$ cat src/rtl/rev_apb_master.sv
// rtl/rev_apb_master.sv - single-outstanding APB master bridging a request/response command port
// Registered APB outputs, bounded ACCESS wait with timeout abort.
module rev_apb_master #(
    parameter int PADDR_SIZE = 4,
    parameter int DATA_W     = 32,
    parameter int TIMEOUT    = 16
) (
    input  logic                  pclk,
    input  logic                  prst,
    input  logic                  req_valid,
    output logic                  req_ready,
    input  logic [PADDR_SIZE-1:0] req_addr,
    input  logic                  req_write,
    input  logic [DATA_W-1:0]     req_wdata,
    input  logic [DATA_W/8-1:0]   req_strb,
    output logic                  rsp_valid,
    input  logic                  rsp_ready,
    output logic [DATA_W-1:0]     rsp_rdata,
    output logic                  rsp_err,
    output logic                  psel,
    output logic                  penable,
    output logic                  pwrite,
    output logic [PADDR_SIZE-1:0] paddr,
    output logic [DATA_W-1:0]     pwdata,
    output logic [DATA_W/8-1:0]   pstrb,
    input  logic                  pready,
    input  logic                  pslverr,
    input  logic [DATA_W-1:0]     prdata
);
    localparam int CNT_W = (TIMEOUT > 2) ? $clog2(TIMEOUT) : 1;
    localparam logic [CNT_W-1:0] CNT_LAST = CNT_W'(TIMEOUT - 1);

    typedef enum logic [1:0] {S_IDLE, S_SETUP, S_ACCESS, S_RESP} state_t;

    state_t                  state_q;
    logic [CNT_W-1:0]        cnt_q;
    logic                    psel_q, penable_q, pwrite_q, rsp_valid_q, rsp_err_q;
    logic [PADDR_SIZE-1:0]   paddr_q;
    logic [DATA_W-1:0]       pwdata_q, rsp_rdata_q;
    logic [DATA_W/8-1:0]     pstrb_q;

    assign req_ready = (state_q == S_IDLE) && !prst;
    assign rsp_valid = rsp_valid_q;
    assign rsp_rdata = rsp_rdata_q;
    assign rsp_err   = rsp_err_q;
    assign psel      = psel_q;
    assign penable   = penable_q;
    assign pwrite    = pwrite_q;
    assign paddr     = paddr_q;
    assign pwdata    = pwdata_q;
    assign pstrb     = pstrb_q;

    always_ff @(posedge pclk) begin
        if (prst) begin
            state_q     <= S_IDLE;
            cnt_q       <= '0;
            psel_q      <= 1'b0;
            penable_q   <= 1'b0;
            pwrite_q    <= 1'b0;
            paddr_q     <= '0;
            pwdata_q    <= '0;
            pstrb_q     <= '0;
            rsp_valid_q <= 1'b0;
            rsp_err_q   <= 1'b0;
            rsp_rdata_q <= '0;
        end else begin
            case (state_q)
                S_IDLE: begin
                    if (req_valid && req_ready) begin
                        paddr_q   <= req_addr;
                        pwrite_q  <= req_write;
                        pwdata_q  <= req_wdata;
                        pstrb_q   <= req_write ? req_strb : '0;
                        psel_q    <= 1'b1;
                        penable_q <= 1'b0;
                        cnt_q     <= '0;
                        state_q   <= S_SETUP;
                    end
                end
                S_SETUP: begin
                    penable_q <= 1'b1;
                    state_q   <= S_ACCESS;
                end
                S_ACCESS: begin
                    // A completing pready wins over a timeout in the same cycle.
                    if (pready) begin
                        rsp_err_q   <= pslverr;
                        rsp_rdata_q <= (!pwrite_q && !pslverr) ? prdata : '0;
                    end else if (cnt_q == CNT_LAST) begin
                        rsp_err_q   <= 1'b1;
                        rsp_rdata_q <= '0;
                    end else begin
                        cnt_q <= cnt_q + 1'b1;
                    end
                    if (pready || cnt_q == CNT_LAST) begin
                        psel_q      <= 1'b0;
                        penable_q   <= 1'b0;
                        pstrb_q     <= '0;
                        rsp_valid_q <= 1'b1;
                        state_q     <= S_RESP;
                    end
                end
                S_RESP: begin
                    if (rsp_ready) begin
                        rsp_valid_q <= 1'b0;
                        state_q     <= S_IDLE;
                    end
                end
                default: state_q <= S_IDLE;
            endcase
        end
    end
endmodule

$ cat config.mk
export PLATFORM = sky130hd
export DESIGN_NAME = rev_apb_master
export DESIGN_NICKNAME = d
export VERILOG_FILES = /design/src/rtl/rev_apb_master.sv
export SDC_FILE = /design/constraint.sdc
export NUM_CORES = 1
export LEC_CHECK = 0
export CORE_MARGIN = 4
export CORE_UTILIZATION = 43
export CTS_CLUSTER_SIZE = 16
export DETAILED_ROUTE_END_ITERATION = 10
export GPL_ROUTABILITY_DRIVEN = 0
export PLACE_DENSITY = 0.85
export RECOVER_POWER = 50
export SLEW_MARGIN = 25
export SYNTH_ARGS = -nofsm -noshare
export SYNTH_HDL_FRONTEND = slang
export SYNTH_SLANG_ARGS = --single-unit
$ cat constraint.sdc
create_clock -name pclk -period 2.9 [get_ports pclk]
set_input_delay 0.435 -clock pclk [delete_from_list [all_inputs] [get_ports pclk]]
set_output_delay 0.435 -clock pclk [all_outputs]
set_load 0.02 [all_outputs]
==> flow_summary_export.csv, run 1 <==
group,metric,value,unit
cts,cts.clk_slew.worst_paths,80,ps
die,rows,30,
finish,area_growth,58.0,%
drt,detail_route.vias_per_cell,4.98,
cts,cts_buffer_depth,2,
global_routing,grt_pass1_vias,2923,
cts,clock_sink_count,83,
finish,design.final.nets,581,
place,place.detailed.hpwl,6380,um
synthesis,netlist_area,3140,um^2
cts,holdBufCountCts,0,
finish,postLayoutCellArea,4960,um^2
global_routing,antenna_found_initial,0,
drt,first_iter_violations,97,
timing,rsz0062_at_grt,"no",
place,dpl_cell_area,4750,um^2
global_routing,gr-usage-all-layers,0.199,
worst_setup_path,worst_path_dominant_cell_family,"simple AND/OR/NAND/NOR gates",
timing,setup_violations_final,0,
timing,finalMaxSlewViolations,0,
timing,period_minus_slack,2250,ps
timing,timing_hold_violations_final,0,
die,initial_utilization,0.452,
global_routing,grt_first_pass_wirelength,13700,um
worst_setup_path,category_of_the_worst_setup_path_capture_point,"flop",
worst_setup_path,timing.critical_path.arrival,2470,ps
drt,post_drt_wl_per_cell,14.6,um
drt,remaining_drc_errors,0,
power,powerDensity,664,nW/um^2
worst_hold_path,hp_class,"reg2reg",
finish,layout.core_utilization,0.714,
worst_setup_path,path_max_fanout,25,
die,die_h,93.4,um
timing,holdWs,464,ps
timing,fmaxAchievable,445,MHz
status,outcome,"complete, no violations",
place,placement.io_buffers,156,
die,die_area,8730,um^2
worst_setup_path,crit_buf_inv,1,
worst_setup_path,critical_path_class,"reg2reg",
synthesis,avgSynthCellArea,8.99,um^2
global_routing,pin_count_of_the_biggest_net_entering_global_routing,35,
drt,drt-pass1-iter-count,4,
drt,totalWireLength,8750,um
synthesis,synth_nets,433,
cts,cts-buffers-inserted,9,
synthesis,synth_seq_area_share,0.530,
die,standard_cell_core_area,6940,um^2
worst_setup_path,worstSetupStartpointType,"flop",
synthesis,yosys_register_bits,83,
timing,fin_crit_sh,0.775,
run,timing.max_cap.violations,0,
synthesis,synth_cell_type_count,33,
finish,mostFrequentLayoutCells,"clkdlybuf4s50_1, dfxtp_1, dlygate4sd3_1",
finish,antenna_cells,0,
finish,multi_input_comb_area,1330,um^2
synthesis,synth.yosys.warnings,0,
cts,cts.repair.resized,0,
drt,via_count,2979,
power,ir_worst_vdd,0.558,mV
drt,antenna_left,0,
die,number_of_ports_placed_on_the_die_boundary,157,
finish,layout-drive-gt1-share,0.0538,
worst_setup_path,worst_path_max_delay_cell,"and3b_1",
timing,transition_time_at_the_pin_with_the_least_slew_margin,759,ps
power,leakagePower,0.00199,uW
worst_setup_path,required,3120,ps
cts,cts_tree,"built",
worst_setup_path,crit_chain,"inv_1 > ha_1 > and3b_1 > a2bb2oi_1 > mux2i_1 > nor2_1",
die,floorplan.die.width,93.4,um
timing,timing.slew.headroom,0.494,
finish,layout.area.seq,1660,um^2
cts,ctsHtreeMaxLevel,3,
cts,post_cts_setup_buffers,0,
cts,root_buffer,"clkbuf_8",
worst_setup_path,cpPeakStageDelay,680,ps
timing,finalSetupTns,0,ps
finish,fill_cells,548,
cts,clkLatencyLatePin,340,ps
global_routing,grt_overflow,0,
timing,final_worst_clock_skew,4.78,ps
synthesis,synthesis.instances,349,
finish,most_common_library_cell_in_the_layout_ignoring_fill_and_taps,"clkdlybuf4s50_1",
## cell usage after synthesis, drive strengths merged
library cell,n,area (um^2)
a31oi,1,6.26
and2,3,18.8
or2,1,8.76
ha,5,62.6
and2b,1,7.51
nand4b,1,8.76
clkbuf,10,37.5
nor2b,1,6.26
o32ai,1,8.76
o21ai,39,195
a2bb2oi,1,26.3
a31o,2,17.5
a22oi,32,240
nand4,5,31.3
o22ai,2,18.8
and3b,1,8.76
a221oi,2,17.5
nand3,2,10.0
nand2b,39,244
nor3,2,15.0
a21oi,7,35.0
a32oi,1,8.76
a311oi,1,8.76
buf,15,80.1
nand2,43,161
inv,6,22.5
nor2,40,150
dfxtp,83,1660
mux2i,2,20.0
## worst reg2reg max path, delay by kind of cell, from the launching register on
| family | cells | cell delay (ps) |
|---|---|---|
| buffers and inverters | 1 | 110 |
| multiplexers | 1 | 250 |
| adder cells (fa/ha/maj) | 1 | 220 |
| AO/OA/AOI/OAI | 1 | 480 |
| AND/OR/NAND/NOR | 2 | 740 |
| flip-flops | 1 | 340 |
## worst paths after layout
check                  end  slack, ps  startpoint  depth (start not counted)
hold reg to reg   pstrb[1]        460    pstrb[1]                          2
setup / recovery  cnt_q[1]        650  state_q[0]                          6
setup reg to reg  cnt_q[1]        650  state_q[0]                          6
hold / removal    pstrb[1]        460    pstrb[1]                          2
## layer usage
metal  GRT usage  up-vias  routed length [um]
met5           0        -                   0
met4      0.0733        0                 105
met3       0.107        6                1280
met2       0.313      139                3860
met1       0.228     1354                3500
li1            -     1480                   -
## state kept, by name, indices dropped and copies added (netlist names)
register and cells:
pstrb 4, cnt_q 4, pwdata 32, pwrite 1, rsp_err 1, rsp_valid 1
rsp_rdata 32, state_q 2, paddr 4, penable 1, psel 1
## cells by family after synthesis
logic type	after synthesis	synth area share
adders and majority gates	5	0.0199
and+or+nand+nor	139	0.214
muxes	2	0.00638
DFF	83	0.530
AOI/OAI and AO/OA	89	0.186
buffers and inverters	31	0.0447
## through the flow
| step | worst slack [ps] | std cells | power, uW |
|---|---|---|---|
| final | 653 | 598 | 3290 |
| after global routing | 449 | 598 | 3490 |
| after CTS | 658 | 598 | 3390 |
| after detailed placement | 797 | 582 | 2460 |
| after global placement | 833 | 582 | 2440 |
| after floorplan | 1390 | 349 | 1970 |
## report_power, final
| part | leakage [uW] | internal [uW] | switching (uW) |
|---|---|---|---|
| Combinational | 0.00120 | 446 | 548 |
| Sequential | 0.000676 | 1290 | 84.3 |
| Clock | 0.000113 | 531 | 390 |
| Total | 0.00199 | 2270 | 1020 |
## final cells by class
type	count	share of cell area
sequential	83	0.335
multi-input combinational	235	0.267
clock inverter	4	0.0146
inverter	6	0.00454
timing repair buffer	162	0.323
clock buffer	12	0.0313
tap	96	0.0242
Note: power is estimated with default switching activity, not from simulation.
==> run 2, diff against run 1 <==
--- a/config.mk
+++ b/config.mk
@@ -6,11 +6,11 @@
 export NUM_CORES = 1
 export LEC_CHECK = 0
 export CORE_MARGIN = 4
-export CORE_UTILIZATION = 43
+export CORE_UTILIZATION = 36
 export CTS_CLUSTER_SIZE = 16
 export DETAILED_ROUTE_END_ITERATION = 10
 export GPL_ROUTABILITY_DRIVEN = 0
-export PLACE_DENSITY = 0.85
+export PLACE_DENSITY = 0.76
 export RECOVER_POWER = 50
 export SLEW_MARGIN = 25
 export SYNTH_ARGS = -nofsm -noshare
==> constraint.sdc (replaced) <==
create_clock -name pclk -period 1.95 [get_ports pclk]
set_input_delay 0.2925 -clock pclk [delete_from_list [all_inputs] [get_ports pclk]]
set_output_delay 0.2925 -clock pclk [all_outputs]
set_load 0.02 [all_outputs]
==> run 2 against run 1 <==
Effect of this change:
- hold slack worse by 2.8 ps
- sequential power increased by 49%
- critical path depth shrank 2
==> flow_summary_export.csv, run 2 (synthesis results as in run 1) <==
group,metric,value,unit
die,die_area,10300,um^2
die,rows,33,
worst_setup_path,timing.critical_path.arrival,1510,ps
worst_setup_path,category_of_the_worst_setup_path_capture_point,"output pin",
worst_setup_path,critical_path_class,"reg2out",
global_routing,antenna_found_initial,0,
cts,cts.clk_slew.worst_paths,80,ps
worst_setup_path,timing.rr.end,"cnt_q[0]",
finish,mostFrequentLayoutCells,"clkdlybuf4s50_1, dfxtp_1, dlygate4sd3_1",
finish,antenna_cells,0,
cts,clock_sink_count,83,
timing,transition_time_at_the_pin_with_the_least_slew_margin,497,ps
die,number_of_ports_placed_on_the_die_boundary,157,
drt,detail_route.vias_per_cell,4.90,
finish,area_growth,60.3,%
die,floorplan.die.width,101,um
run,timing.max_cap.violations,0,
cts,cts-buffers-inserted,9,
drt,first_iter_violations,98,
worst_setup_path,critical_register_to_register_path_startpoint,"state_q[0]",
cts,cts_buffer_depth,2,
finish,layout-drive-gt1-share,0.0596,
global_routing,gr-usage-all-layers,0.170,
worst_setup_path,worst_setup_path_startpoint,"state_q[0]",
cts,ctsHtreeMaxLevel,3,
die,standard_cell_core_area,8340,um^2
die,die_h,101,um
worst_setup_path,path_max_fanout,5,
drt,post_drt_wl_per_cell,14.0,um
timing,fmaxAchievable,554,MHz
worst_setup_path,setup.worst_path.end,"req_ready",
drt,antenna_left,0,
place,post_place_worst_slack,185,ps
drt,totalWireLength,8540,um
drt,via_count,2978,
timing,timing.slew.headroom,0.669,
worst_setup_path,required,1660,ps
global_routing,grt_pass1_vias,2939,
worst_setup_path,setup.reg_to_reg.worst_slack,200,ps
timing,final_worst_clock_skew,14.8,ps
cts,root_buffer,"clkbuf_8",
worst_setup_path,reg2regPathDepth,6,
global_routing,grt_overflow,0,
drt,drt-pass1-iter-count,4,
timing,rsz0062_at_grt,"no",
worst_setup_path,worstSetupStartpointType,"flop",
timing,holdWs,461,ps
finish,most_common_library_cell_in_the_layout_ignoring_fill_and_taps,"clkdlybuf4s50_1",
die,initial_utilization,0.376,
timing,finalMaxSlewViolations,0,
finish,design.final.nets,583,
cts,cts.repair.resized,1,
timing,timing_hold_violations_final,0,
global_routing,grt_first_pass_wirelength,14000,um
cts,cts_tree,"built",
power,powerDensity,1000,nW/um^2
timing,period_minus_slack,1810,ps
drt,remaining_drc_errors,0,
status,outcome,"complete, no violations",
timing,finalWorstSetupSlack,144,ps
timing,finalSetupTns,0,ps
cts,post_cts_setup_buffers,0,
cts,holdBufCountCts,0,
power,ir_worst_vdd,0.652,mV
timing,fin_crit_sh,0.926,
place,place.detailed.hpwl,6210,um
power,leakagePower,0.00198,uW
cts,clkLatencyLatePin,340,ps
place,placement.io_buffers,156,
timing,setup_violations_final,0,
worst_hold_path,hp_class,"reg2reg",
global_routing,pin_count_of_the_biggest_net_entering_global_routing,49,
run 2: cell count changes in the layout (fill, tap and decap cells not counted):
cell,delta
dlygate4sd3_1,-12
clkdlybuf4s50_1,+11
buf_12,+2
clkbuf_8,-2
a2bb2oi_1,-1
a2bb2oi_4,+1
and3b_1,-1
and3b_2,+1
bufinv_16,+1
dlygate4sd2_1,+1
run 2: worst min-delay path by stage:
stage | startpoint | depth (start not counted) | to
after floorplan | req_addr[0] | 2 | paddr[0]
after global placement | pstrb[2] | 2 | pstrb[2]
after detailed placement | pstrb[3] | 2 | pstrb[3]
after CTS | pstrb[3] | 2 | pstrb[3]
after global routing | pstrb[3] | 2 | pstrb[3]
final | pstrb[3] | 2 | pstrb[3]
run 2: power breakdown:
part	internal [uW]	switching [uW]
clock network	842	580
registers	1920	124
logic	730	834
total	3500	1540
run 2: per-layer routing:
metal	global-route usage	wire length [um]	vias to the layer above
met5	0	0	-
met4	0.0695	188	0
met3	0.0937	1250	15
met2	0.253	3610	134
met1	0.203	3480	1346
li1	-	-	1483
run 2: through the flow:
stage / instances / total power (uW) / util / instance area [um^2]
global route: 608 / 5350 / 0.603 / 5030
global placement: 593 / 3680 / 0.576 / 4800
CTS: 608 / 5150 / 0.603 / 5030
detailed placement: 593 / 3710 / 0.576 / 4800
floorplan: 349 / 2930 / - / 3140
finish: 608 / 5040 / 0.603 / 5030
run 2: critical path: stages, from the launching register on:
cell           delay (ps)
dfxtp_1               370
inv_1                  90
ha_1                  260
nor2b_1               140
dlygate4sd2_1         310
run 2: cell type report:
cell class | instances | area [um^2]
multi-input combinational | 235 | 1340
fill | 716 | 3310
inverter | 6 | 22.5
clock inverter | 5 | 103
tap | 105 | 131
sequential | 83 | 1660
clock buffer | 10 | 128
timing repair buffer | 164 | 1640
